**src/rtl/quad_step_decoder.sv**
```systemverilog
// Quadrature encoder front-end: synchronises qa/qb, filters glitches, decodes the Gray
// sequence into step/dir pulses and flags and counts illegal double-bit transitions.
module quad_step_decoder #(
  parameter int unsigned FILTER_LEN = 3,
  parameter int unsigned ERR_W      = 4
) (
  input  logic             clk,
  input  logic             reset,
  input  logic             qa,
  input  logic             qb,
  input  logic             clr_err,
  output logic             step,
  output logic             dir,
  output logic             err,
  output logic [ERR_W-1:0] err_count
);

  typedef enum logic [0:0] {S_INIT, S_RUN} state_t;

  localparam logic [4:0]       LP_FLEN = 5'(FILTER_LEN);
  localparam logic [ERR_W-1:0] LP_ONE  = {{(ERR_W-1){1'b0}}, 1'b1};

  state_t           r_state, w_state_nxt;
  logic [1:0]       r_sync1, r_sync2;
  logic [1:0]       r_filt, w_filt_nxt;
  logic [1:0]       r_cand, w_cand_nxt;
  logic [3:0]       r_cnt, w_cnt_nxt;
  logic [1:0]       r_init_cnt, w_init_nxt;
  logic             w_step_nxt, w_dir_nxt, w_err_nxt;
  logic [ERR_W-1:0] w_errcnt_nxt;
  logic [4:0]       w_n;
  logic [1:0]       w_delta;

  // Position of a {qb,qa} code in the 00->01->11->10 cycle.
  function automatic logic [1:0] gray_idx(input logic [1:0] g);
    return {g[1], g[1] ^ g[0]};
  endfunction

  always_ff @(posedge clk or posedge reset) begin
    if (reset) begin
      r_state    <= S_INIT;
      r_sync1    <= '0;
      r_sync2    <= '0;
      r_filt     <= '0;
      r_cand     <= '0;
      r_cnt      <= '0;
      r_init_cnt <= '0;
      step       <= 1'b0;
      dir        <= 1'b0;
      err        <= 1'b0;
      err_count  <= '0;
    end else begin
      r_sync1    <= {qb, qa};
      r_sync2    <= r_sync1;
      r_state    <= w_state_nxt;
      r_filt     <= w_filt_nxt;
      r_cand     <= w_cand_nxt;
      r_cnt      <= w_cnt_nxt;
      r_init_cnt <= w_init_nxt;
      step       <= w_step_nxt;
      dir        <= w_dir_nxt;
      err        <= w_err_nxt;
      err_count  <= w_errcnt_nxt;
    end
  end

  always_comb begin
    w_state_nxt  = r_state;
    w_filt_nxt   = r_filt;
    w_cand_nxt   = r_cand;
    w_cnt_nxt    = r_cnt;
    w_init_nxt   = r_init_cnt;
    w_step_nxt   = 1'b0;
    w_err_nxt    = 1'b0;
    w_dir_nxt    = dir;
    w_n          = '0;
    w_delta      = '0;
    w_errcnt_nxt = err_count;

    case (r_state)
      S_INIT: begin
        // Third edge after release: the synchroniser now holds a real sample.
        if (r_init_cnt == 2'd2) begin
          w_filt_nxt  = r_sync2;
          w_cand_nxt  = r_sync2;
          w_cnt_nxt   = '0;
          w_state_nxt = S_RUN;
        end else begin
          w_init_nxt = r_init_cnt + 2'd1;
        end
      end
      S_RUN: begin
        if (r_sync2 == r_filt) begin
          w_cnt_nxt = '0;
        end else begin
          w_n        = (r_sync2 == r_cand) ? ({1'b0, r_cnt} + 5'd1) : 5'd1;
          w_cand_nxt = r_sync2;
          if (w_n >= LP_FLEN) begin
            w_filt_nxt = r_sync2;
            w_cnt_nxt  = '0;
            w_delta    = gray_idx(r_sync2) - gray_idx(r_filt);
            case (w_delta)
              2'd1:    begin w_step_nxt = 1'b1; w_dir_nxt = 1'b1; end
              2'd3:    begin w_step_nxt = 1'b1; w_dir_nxt = 1'b0; end
              default: w_err_nxt = 1'b1;
            endcase
          end else begin
            w_cnt_nxt = w_n[3:0];
          end
        end
      end
      default: w_state_nxt = S_INIT;
    endcase

    if (clr_err)
      w_errcnt_nxt = '0;
    else if (w_err_nxt && (err_count != '1))
      w_errcnt_nxt = err_count + LP_ONE;
  end

endmodule
```
**config.mk**
```make
export PLATFORM = sky130hd
export DESIGN_NAME = quad_step_decoder
export DESIGN_NICKNAME = d
export VERILOG_FILES = /design/src/rtl/quad_step_decoder.sv
export SDC_FILE = /design/constraint.sdc
export NUM_CORES = 1
export LEC_CHECK = 0
export BUFFER_PORTS_ARGS = -buffer_cell sky130_fd_sc_hd__clkbuf_2
export CORE_MARGIN = 5
export CORE_UTILIZATION = 45
export DETAILED_ROUTE_END_ITERATION = 10
export PLACE_DENSITY = 0.64
export SKIP_CTS_REPAIR_TIMING = 1
export SLEW_MARGIN = 20
export SYNTH_ARGS = -nofsm -noshare
export SYNTH_HDL_FRONTEND = slang
export SYNTH_SLANG_ARGS = --single-unit
export TNS_END_PERCENT = 1
```
**constraint.sdc**
```tcl
create_clock -name clk -period 4.25 [get_ports clk]
set_input_delay 0.85 -clock clk [delete_from_list [all_inputs] [get_ports clk]]
set_output_delay 0.85 -clock clk [all_outputs]
set_load 0.02 [all_outputs]
```
# After elaboration in Yosys (flattened, before gate mapping)
# Cells that the tools add are included.
# totals
regBits	22
input_bits	5
out_inout_bits	7
wordCells	62
# op_classes
n_bitwise	5
n_eq_ne	9
mux	24
addsub	4
magnitude_cmp	1
reduce_logical	8
# op_table
op	n
$mux 4	5
$mux 1	10
$mux 2	4
$pmux 2 s2	2
$pmux 4 s2	1
$add 4x1->5 const B	1
$ge 5x2->1 const B	1
$mux 5	1
$add 4x1->4 const B	1
$eq 2x2->1	2
$eq 2x2->1 const B	2
$ne 2x2->1 const B	2
$ne 4x4->1 const B	1
$reduce_and 2->1	2
$reduce_and 4->1	1
$reduce_bool 2->1	2
$not 1->1	3
$reduce_and 3->1	1
$add 2x1->2 const B	1
$eq 2x1->1 const B	1
$ne 2x1->1 const B	1
$pmux 1 s2	1
$reduce_or 2->1	1
$sub 2x2->2	1
other kinds (2)	3

# Longest topological paths before layout
# Gate-level depths: netlist (run 1).
# depth
word_depth	11
depth_mapped	7
depth_no_buf	6

# Least setup slack after synthesis (run 1)
# Ideal clock, no wire load.
# synth_timing
path_type	reg2reg
from	reg r_cnt[0]
to	reg r_filt[0]
t_required_ns	4.125
path_buffers	1
t_arrival_ns	1.764
setup_ns	0.125
period_less_slack_ns	1.888
path_stages_with_launch	7
setup_slack_ns	2.362
cell_sequence	dfrtp_1 ha_1 nor2b_1 o31ai_1 buf_2 and2_1 mux2_2
# synth_via
elab_chain_cells	5
# synth_rtl
element	line	rtl
from (decl)	27	logic [3:0] r_cnt, w_cnt_nxt;
from (signal assigned)	58	r_cnt <= w_cnt_nxt;
$add 4x1->5	96	w_n = (r_sync2 == r_cand) ? ({1'b0, r_cnt} + 5'd1) : 5'd1;
$mux 5	96	
$ge 5x2->1	98	if (w_n >= LP_FLEN) begin
$ne 2x1->1 (no line)	n/a	
$reduce_and 3->1 (no line)	n/a	
to (signal assigned)	56	r_filt <= w_filt_nxt;
to (decl)	25	logic [1:0] r_filt, w_filt_nxt;
# No other way between the ends.
# A chain may end at the register's enable or synchronous reset.

# Final worst setup path (run 1)
# layout_timing
from	reg r_cnt[0]
to	reg r_filt[1]
# Same word-level chain as after synthesis.

==> results.md, run 1 <==
- Slew Viols, Final: 0
- Antenna diode count: 0
- Util after Layout: 0.508
- CP Launch Type: flop
- Setup TNS: 0 ns
- Die Wd: 56.8 µm
- Number of global-route vias before repair: 658
- Tightest Pin Transition: 1.01 ns
- Gpl congestion: 0.758
- IO Count: 12
- Top cells by count, synth: dfrtp_1 (22), inv_1 (7), a21oi_1 (6), nand2_1 (6), nor2_1 (6)
- Avg Synthesized Cell Area: 11.4 µm²
- Clock power share: 0.153
- EDFF count, synth: 0
- Remaining DRCs: 0
- FMAX: 402 MHz
- Count leader, synth: dfrtp_1
- Die Height: 56.8 µm
- Synth warn: 0
- Final ANT Viol Nets: 0
- Placed wire-length estimate: 1.10 mm
- Cell accounting for the most synthesized area: dfrtp_1
- Max-cap viol count: 0
- Mapped cell area: 983 µm²
- GRT Total Usage: 0.109
- CP peak stage delay: 0.84 ns
- Routed wire per std cell: 11.5 µm
- Largest net degree at the start of global routing: 23
- Unrepaired setup endpoints after global routing: false
- Worst setup EP type: flop
- Net Switching: 0.000214 W
- Shortest period the worst path allows: 2.49 ns
- Buffers on Ports: 11
- Core Region: 2150 µm²
- Clk sinks: 22
- Logic pwr share: 0.376
- Internal Power: 0.000381 W
- Post-synthesis sequential area ratio: 0.560
- Worst IR Drop VDD: 358 µV
- Worst-path fanout max: 11
- Crit path cell chain: ha_1 > nor2b_1 > o31ai_1 > and2_1 > mux2_2
- Path type of the worst setup path: flop to flop
- Share of the synthesized area in the top cell type: 0.560
- WL final: 1.46 mm
- Max clock buf depth: 2
- Endpoints failing setup: 0
- HP Class: flop to flop
- Sw frac: 0.360
- First-pass GRT wire length: 2.75 mm
- Slowest-stage cell, CP: o31ai_1
- Post-Synthesis Cells: 86
- Layout cells sized above 1: 0.202
- CTS Buf Count: 3
- Distinct cell type count after synthesis: 21
- Final nets: 110
- Async SR Flop Fraction: 1.00
- Skew-Pair Late Insertion Delay: 0.30 ns
- Top delay family on crit path: compound AO/OA/AOI/OAI gates
- Register-to-register setup slack: 1.76 ns
- Final hold vios: 0
- Clock slew at reported path FFs: 0.12 ns
- Syn Nets: 95
- Vias: 632
- Yosys reg bits: 22
- Clock skew: 0.0114 ns
- Initial antenna violation count: 0
- Via-per-instance ratio: 4.98
- Initial drt markers: 5
- Root Driver: clkbuf_4
- Grt ovf: 0
- Initial Util: 0.458
- Seq pwr share: 0.470
- CTS tree: yes
- WP buf/inv: 0
- Status: finished, final reports clean
- Ys flop type: dfrtp_1
- Top post-synthesis cells by area: dfrtp_1 (56%), mux2_2 (5.7%), ha_1 (5.1%)
- P_leak: 0.502 nW
- # rows: 17
- Tcrit/Tclk final: 0.586
- H-tree levels: 1
- Critical path arrival: 2.68 ns
- CP required: 4.44 ns
- PD cells: 546 nW/µm²
- Synth-to-layout area growth: 10.9%
- Drt pass-1 iters: 4
- Min Hold Slack: 0.368 ns
- Max_slew headroom: 0.321
- Pwr Total: 0.000596 W
- Die Area: 3220 µm²
-- worst register-to-register path: stages (launching register included) --
cell and delay (ns):
dfrtp_1 0.44, ha_1 0.33, nor2b_1 0.15, o31ai_1 0.84, and2_1 0.27, mux2_2 0.34
-- stage by stage --
stage | worst slack (ns) | area (µm²) | std cells
floorplan | 2.36 | 983 | 86
global placement | 1.89 | 1070 | 124
detailed placement | 1.77 | 1070 | 124
CTS | 1.74 | 1090 | 127
global route | 1.59 | 1090 | 127
finish | 1.76 | 1090 | 127
-- sequential cells by signal, indices dropped and copies added (netlist names) --
signal,flops
r_cnt,4
r_cand,2
err,1
r_sync1,2
r_filt,2
err_count,4
r_init_cnt,2
r_state,1
dir,1
step,1
r_sync2,2
-- cells in the final DEF (no fill, tap or decap) --
| master | n |
|---|---|
| inv_1 | 7 |
| xor2_1 | 4 |
| xnor2_1 | 4 |
| a2111oi_2 | 1 |
| nor2b_1 | 1 |
| o31ai_1 | 3 |
| clkbuf_4 | 3 |
| a32o_1 | 2 |
| nand3_1 | 2 |
| and2_1 | 4 |
| o21ai_0 | 2 |
| or4_1 | 2 |
| dfrtp_1 | 22 |
| nor3_1 | 1 |
| a21oi_1 | 6 |
| nor2_1 | 6 |
| o41ai_1 | 1 |
| nand2_1 | 6 |
| ha_1 | 4 |
| or3_1 | 2 |
| clkbuf_2 | 11 |
| mux2_2 | 5 |
-- worst paths after layout --
| kind | cells after the start | from | to |
|---|---|---|---|
| max reg2reg | 5 | r_cnt[0] | r_filt[1] |
| min in group asynchronous | 2 | reset | r_filt[0] |
| max in group asynchronous | 2 | reset | step |
| min | 0 | r_sync1[0] | r_sync2[0] |
| max | 5 | r_cnt[0] | r_filt[1] |
| min reg2reg | 0 | r_sync1[0] | r_sync2[0] |
-- metal layers --
layer / track usage / vias to the layer above / share of wire
met5: 0 / - / 0
met4: 0.0199 / 0 / 0.012
met3: 0.0483 / 2 / 0.045
met2: 0.182 / 11 / 0.47
met1: 0.132 / 294 / 0.47
li1: - / 325 / -
-- final cells by class --
| type | instances | area [µm²] |
|---|---|---|
| clock buffer | 3 | 22.5 |
| tap | 28 | 35.0 |
| timing repair buffer | 11 | 55.1 |
| multi-input combinational | 56 | 402 |
| sequential | 22 | 551 |
| inverter | 7 | 26.3 |
| fill | 199 | 1060 |
-- logic make-up after synthesis --
group,share of synthesized area
multiplexers,0.0572
buffers and inverters,0.0318
AO/OA/AOI/OAI,0.108
flip-flops,0.560
XOR/XNOR,0.0712
adder cells (fa/ha/maj),0.0509
AND/OR/NAND/NOR,0.121
-- power groups by stage --
stage / registers [W] / logic [W] / clock network (W)
finish: 0.000280 / 0.000224 / 0.0000913
detailed placement: 0.000285 / 0.000227 / 0
global route: 0.000288 / 0.000255 / 0.000105
floorplan: 0.000292 / 0.000172 / 0
CTS: 0.000281 / 0.000228 / 0.0000949
global placement: 0.000282 / 0.000222 / 0
No activity file was read; power rests on OpenSTA's default activity.
==> inputs of run 2 (changes only) <==
==> constraint.sdc (replaced) <==
create_clock -name clk -period 2.5 [get_ports clk]
set_input_delay 0.5 -clock clk [delete_from_list [all_inputs] [get_ports clk]]
set_output_delay 0.5 -clock clk [all_outputs]
set_load 0.02 [all_outputs]
==> run 2 against run 1 <==
Effect of this change:
- sequential power rose by 70%
- clock skew shrank 0.0095 ns
- cell count up 1.6%
- combinational power grew 75%
- highest routed layer unchanged
==> results.md, run 2 (synthesis results as in run 1) <==
- Placed wire-length estimate: 1.13 mm
- Critical Path Start: r_sync2[1]
- Logic pwr share: 0.372
- Setup TNS: 0 ns
- Register-to-register setup slack: 0.46 ns
- PD cells: 950 nW/µm²
- CTS Buf Count: 3
- Worst-path fanout max: 11
- Min Hold Slack: 0.295 ns
- Final ANT Viol Nets: 0
- IO Count: 12
- Worst IR Drop VDD: 669 µV
- Status: finished, final reports clean
- CTS tree: yes
- Sw frac: 0.349
- Reg2Reg Depth: 6
- Crit path cell chain: xnor2_1 > a2111oi_2 > o31ai_1 > buf_4 > or4_1 > a21oi_1
- P_leak: 0.513 nW
- Initial drt markers: 5
- Internal Power: 0.000688 W
- Grt ovf: 0
- First-pass GRT wire length: 2.62 mm
- Max clock buf depth: 2
- Slew Viols, Final: 0
- Buffers on Ports: 11
- WL final: 1.52 mm
- Slowest-stage cell, CP: dfrtp_1
- Most common cell after layout, fill and taps aside: dfrtp_1
- Initial Util: 0.458
- Die Wd: 56.8 µm
- Antenna diode count: 0
- Remaining DRCs: 0
- Clk sinks: 22
- Vias: 662
- GRT Total Usage: 0.103
- Die Height: 56.8 µm
- Initial antenna violation count: 0
- # rows: 17
- Final hold vios: 0
- Shortest period the worst path allows: 2.04 ns
- H-tree levels: 1
- Routed wire per std cell: 11.8 µm
- CP peak stage delay: 0.46 ns
- Max-cap viol count: 0
- Hold Path End: r_sync1[1]
- Clock power share: 0.179
- Clock skew: 0.00192 ns
- Max_slew headroom: 0.463
- Critical path arrival: 2.28 ns
- Gpl congestion: 0.712
- Largest net degree at the start of global routing: 23
- Fin area: 1110 µm²
- Dpl cell area: 1080 µm²
- Die Area: 3220 µm²
- Biggest regs: err_count (4), r_cnt (4)
- FILL cells: 196
- Layout cells sized above 1: 0.218
- Net Switching: 0.000369 W
- R2R Path Start: r_sync2[1]
- Tcrit/Tclk final: 0.817
- End of the worst register-to-register path: err_count[3]
- Hold Startpoint: qb
- Hold depth: 1
- Tightest Pin Transition: 0.805 ns
- Number of global-route vias before repair: 616
- Via-per-instance ratio: 5.13
- Most frequent cells in the layout: dfrtp_1 (22), clkbuf_2 (11), inv_1 (7)
- Worst setup EP type: flop
- HP Class: input port to flop
- CP Launch Type: flop
- Final nets: 111
- Seq pwr share: 0.449
- Endpoints failing setup: 0
- FMAX: 490 MHz
- Skew-Pair Late Insertion Delay: 0.30 ns
- Root Driver: clkbuf_4
- Core Region: 2150 µm²
- Unrepaired setup endpoints after global routing: false
- Clock slew at reported path FFs: 0.11 ns
- Path type of the worst setup path: flop to flop
- CP required: 2.74 ns
- Drt pass-1 iters: 4
- Synth-to-layout area growth: 13.1%
## run 2: final cells by class
cell class	count	area, µm²	share of cell area
Clock buffer	4	36.3	0.0326
Tap cell	28	35.0	0.0315
Timing Repair Buffer	12	62.6	0.0562
Multi-Input combinational cell	56	402	0.361
Sequential cell	22	551	0.495
Inverter	7	26.3	0.0236
## run 2: power by group through the flow
stage               sequential, W  combinational [W]  clock [W]
floorplan                0.000496           0.000292          0
global placement         0.000481           0.000384          0
detailed placement       0.000482           0.000394          0
CTS                      0.000475           0.000400   0.000199
global route             0.000483           0.000439   0.000220
finish                   0.000475           0.000393   0.000189
## run 2: metal layers
| layer | routed length [µm] | up-vias | part of all wire | global-route usage |
|---|---|---|---|---|
| li1 | - | 326 | - | - |
| met1 | 642 | 318 | 0.42 | 0.120 |
| met2 | 773 | 16 | 0.51 | 0.173 |
| met3 | 89 | 2 | 0.058 | 0.0299 |
| met4 | 17 | 0 | 0.011 | 0.0497 |
| met5 | 0 | - | 0 | 0 |
## run 2: how the worst max path moves through the flow
stage,cells past startpoint,endpoint
5_1_grt,7,err_count[3]
6_report,6,err_count[3]
3_3_place_gp,6,err_count[3]
3_5_place_dp,6,err_count[3]
2_1_floorplan,6,r_filt[0]
4_1_cts,6,err_count[3]
## run 2: worst max-delay path: cells and delay by family, from the launching register on
| family | cells | cell delay (ns) |
|---|---|---|
| simple gates | 1 | 0.46 |
| flops | 1 | 0.46 |
| compound gates | 3 | 0.65 |
| xor+xnor | 1 | 0.21 |
| buf+inv | 1 | 0.19 |
## run 2: stage by stage
step	std cells	setup slack (ns)	util	power, W
after floorplan	86	0.612	-	0.000788
after global routing	129	0.297	0.518	0.00114
after CTS	129	0.429	0.518	0.00107
after detailed placement	125	0.465	0.501	0.000876
final	129	0.458	0.518	0.00106
after global placement	125	0.526	0.501	0.000865
==> inputs of run 3 (changes only) <==
--- a/config.mk
+++ b/config.mk
@@ -9,7 +9,7 @@
 export CORE_MARGIN = 5
 export CORE_UTILIZATION = 45
 export DETAILED_ROUTE_END_ITERATION = 10
-export PLACE_DENSITY = 0.64
+export PLACE_DENSITY = 0.67
 export SKIP_CTS_REPAIR_TIMING = 1
 export SLEW_MARGIN = 20
 export SYNTH_ARGS = -nofsm -noshare
==> constraint.sdc (replaced) <==
create_clock -name clk -period 1.8 [get_ports clk]
set_input_delay 0.36 -clock clk [delete_from_list [all_inputs] [get_ports clk]]
set_output_delay 0.36 -clock clk [all_outputs]
set_load 0.02 [all_outputs]
==> run 3 against run 2 <==
Effect of this change:
- the flow now finishes with violations (negative setup slack)
- cell count grew 14%
- highest routed layer unchanged
- critical path depth unchanged
- wire length grew 20%
==> results.md, run 3 (synthesis results as in run 1) <==
- Max_slew headroom: 0.672
- Grt ovf: 0
- Number of global-route vias before repair: 767
- Seq pwr share: 0.364
- Buffers on Ports: 11
- Final worst slack: -0.124 ns
- Logic pwr share: 0.505
- CP peak stage delay: 0.44 ns
- Via-per-instance ratio: 5.02
- Core Region: 2150 µm²
- H-tree levels: 1
- First-pass GRT wire length: 3.16 mm
- Gpl congestion: 0.718
- Min Hold Slack: 0.0297 ns
- Worst-path fanout max: 8
- Skew-Pair Late Insertion Delay: 0.32 ns
- Die Area: 3220 µm²
- Clock skew: 0.0118 ns
- WP buf/inv: 1
- Final ANT Viol Nets: 0
- Biggest regs: err_count (4), r_cnt (4)
- CTS tree: yes
- Antenna diode count: 0
- Placed wire-length estimate: 1.30 mm
- FF+latch area: 552 µm²
- FILL cells: 184
- FMAX: 520 MHz
- Slowest-stage cell, CP: dfrtp_1
- Initial Util: 0.458
- Remaining DRCs: 0
- Drt pass-1 iters: 3
- Worst setup EP type: flop
- Clock slew at reported path FFs: 0.13 ns
- Max-cap viol count: 0
- Path type of the worst setup path: flop to flop
- Util after Layout: 0.612
- Layout cells sized above 1: 0.429
- Synth-to-layout area growth: 33.6%
- Critical path arrival: 2.17 ns
- Top delay family on crit path: compound AO/OA/AOI/OAI gates
- Routed wire per std cell: 12.4 µm
- Vias: 738
- Cells after DPL: 140
- Failing checks: negative setup slack
- Max clock buf depth: 2
- P_leak: 0.615 nW
- WL final: 1.82 mm
- Most common cell after layout, fill and taps aside: dfrtp_1
- Initial antenna violation count: 0
- Crit path cell chain: xnor2_2 > a2111oi_4 > o31ai_1 > buf_4 > or4_4 > a21oi_2
- Unrepaired setup endpoints after global routing: true
- Status: finished, violations left
- Die Wd: 56.8 µm
- Net Switching: 0.000633 W
- Initial drt markers: 6
- Clk sinks: 22
- PD cells: 1380 nW/µm²
- Tightest Pin Transition: 0.491 ns
- Sw frac: 0.348
- Tcrit/Tclk final: 1.07
- Die Height: 56.8 µm
- HP Class: input port to async pin
- CTS Buf Count: 3
- CP required: 2.04 ns
- Setup TNS: -0.544 ns
- Root Driver: clkbuf_4
- GRT Total Usage: 0.124
- Final Instance Count excl. Fillers: 147
- Worst IR Drop VDD: 1100 µV
- Final nets: 129
- Internal Power: 0.00119 W
- Shortest period the worst path allows: 1.92 ns
- IO Count: 12
- CP Launch Type: flop
- Final hold vios: 0
- Multi-input logic area: 473 µm²
- # rows: 17
- Clock power share: 0.131
- Endpoints failing setup: 7
- Largest net degree at the start of global routing: 23
- Most frequent cells in the layout: dfrtp_1 (21), buf_4 (18), clkbuf_2 (11)
- Slew Viols, Final: 0
-- run 3: worst paths after layout --
kind                                  from      endpoint  slack (ns)  cells past startpoint
worst max-delay path             r_filt[0]  err_count[3]       -0.12                      6
worst min register to register  r_sync1[0]    r_sync2[0]        0.36                      0
worst max register to register   r_filt[0]  err_count[3]       -0.12                      6
worst min-delay path                 reset  err_count[2]        0.03                      3
max in group asynchronous            reset    r_sync2[1]        1.54                      3
min in group clk                        qb    r_sync1[1]        0.14                      1
-- run 3: power by group through the flow --
stage                     logic (W)  registers (W)  clock network (W)
after CTS                  0.000845       0.000657           0.000249
after global placement     0.000815       0.000663                  0
after detailed placement   0.000841       0.000668                  0
after global routing        0.00102       0.000673           0.000273
final                      0.000918       0.000663           0.000238
after floorplan            0.000431       0.000703                  0
-- run 3: per-layer routing --
layer	track usage	vias up	share of wire
met4	0.0530	0	0.018
met5	0	-	0
met2	0.221	11	0.54
met3	0.0299	2	0.044
li1	-	369	-
met1	0.140	356	0.40
-- run 3: tightest hold or removal path: stages --
cell and delay, ns:
clkbuf_2 0.08, inv_1 0.04, buf_4 0.27
-- run 3: layout make-up --
cell class	count	share of cell area
inverter	7	0.0200
multi-input combinational	56	0.360
sequential	22	0.420
tap	28	0.0267
clock buffer	4	0.0200
timing repair buffer	30	0.153
-- run 3: through the flow --
| step | area (µm²) | worst slack [ns] | power, W |
|---|---|---|---|
| finish | 1310 | -0.124 | 0.00182 |
| global route | 1310 | -0.239 | 0.00196 |
| CTS | 1240 | -0.275 | 0.00175 |
| detailed placement | 1210 | -0.236 | 0.00151 |
| global placement | 1210 | -0.130 | 0.00148 |
| floorplan | 1010 | -0.0507 | 0.00113 |
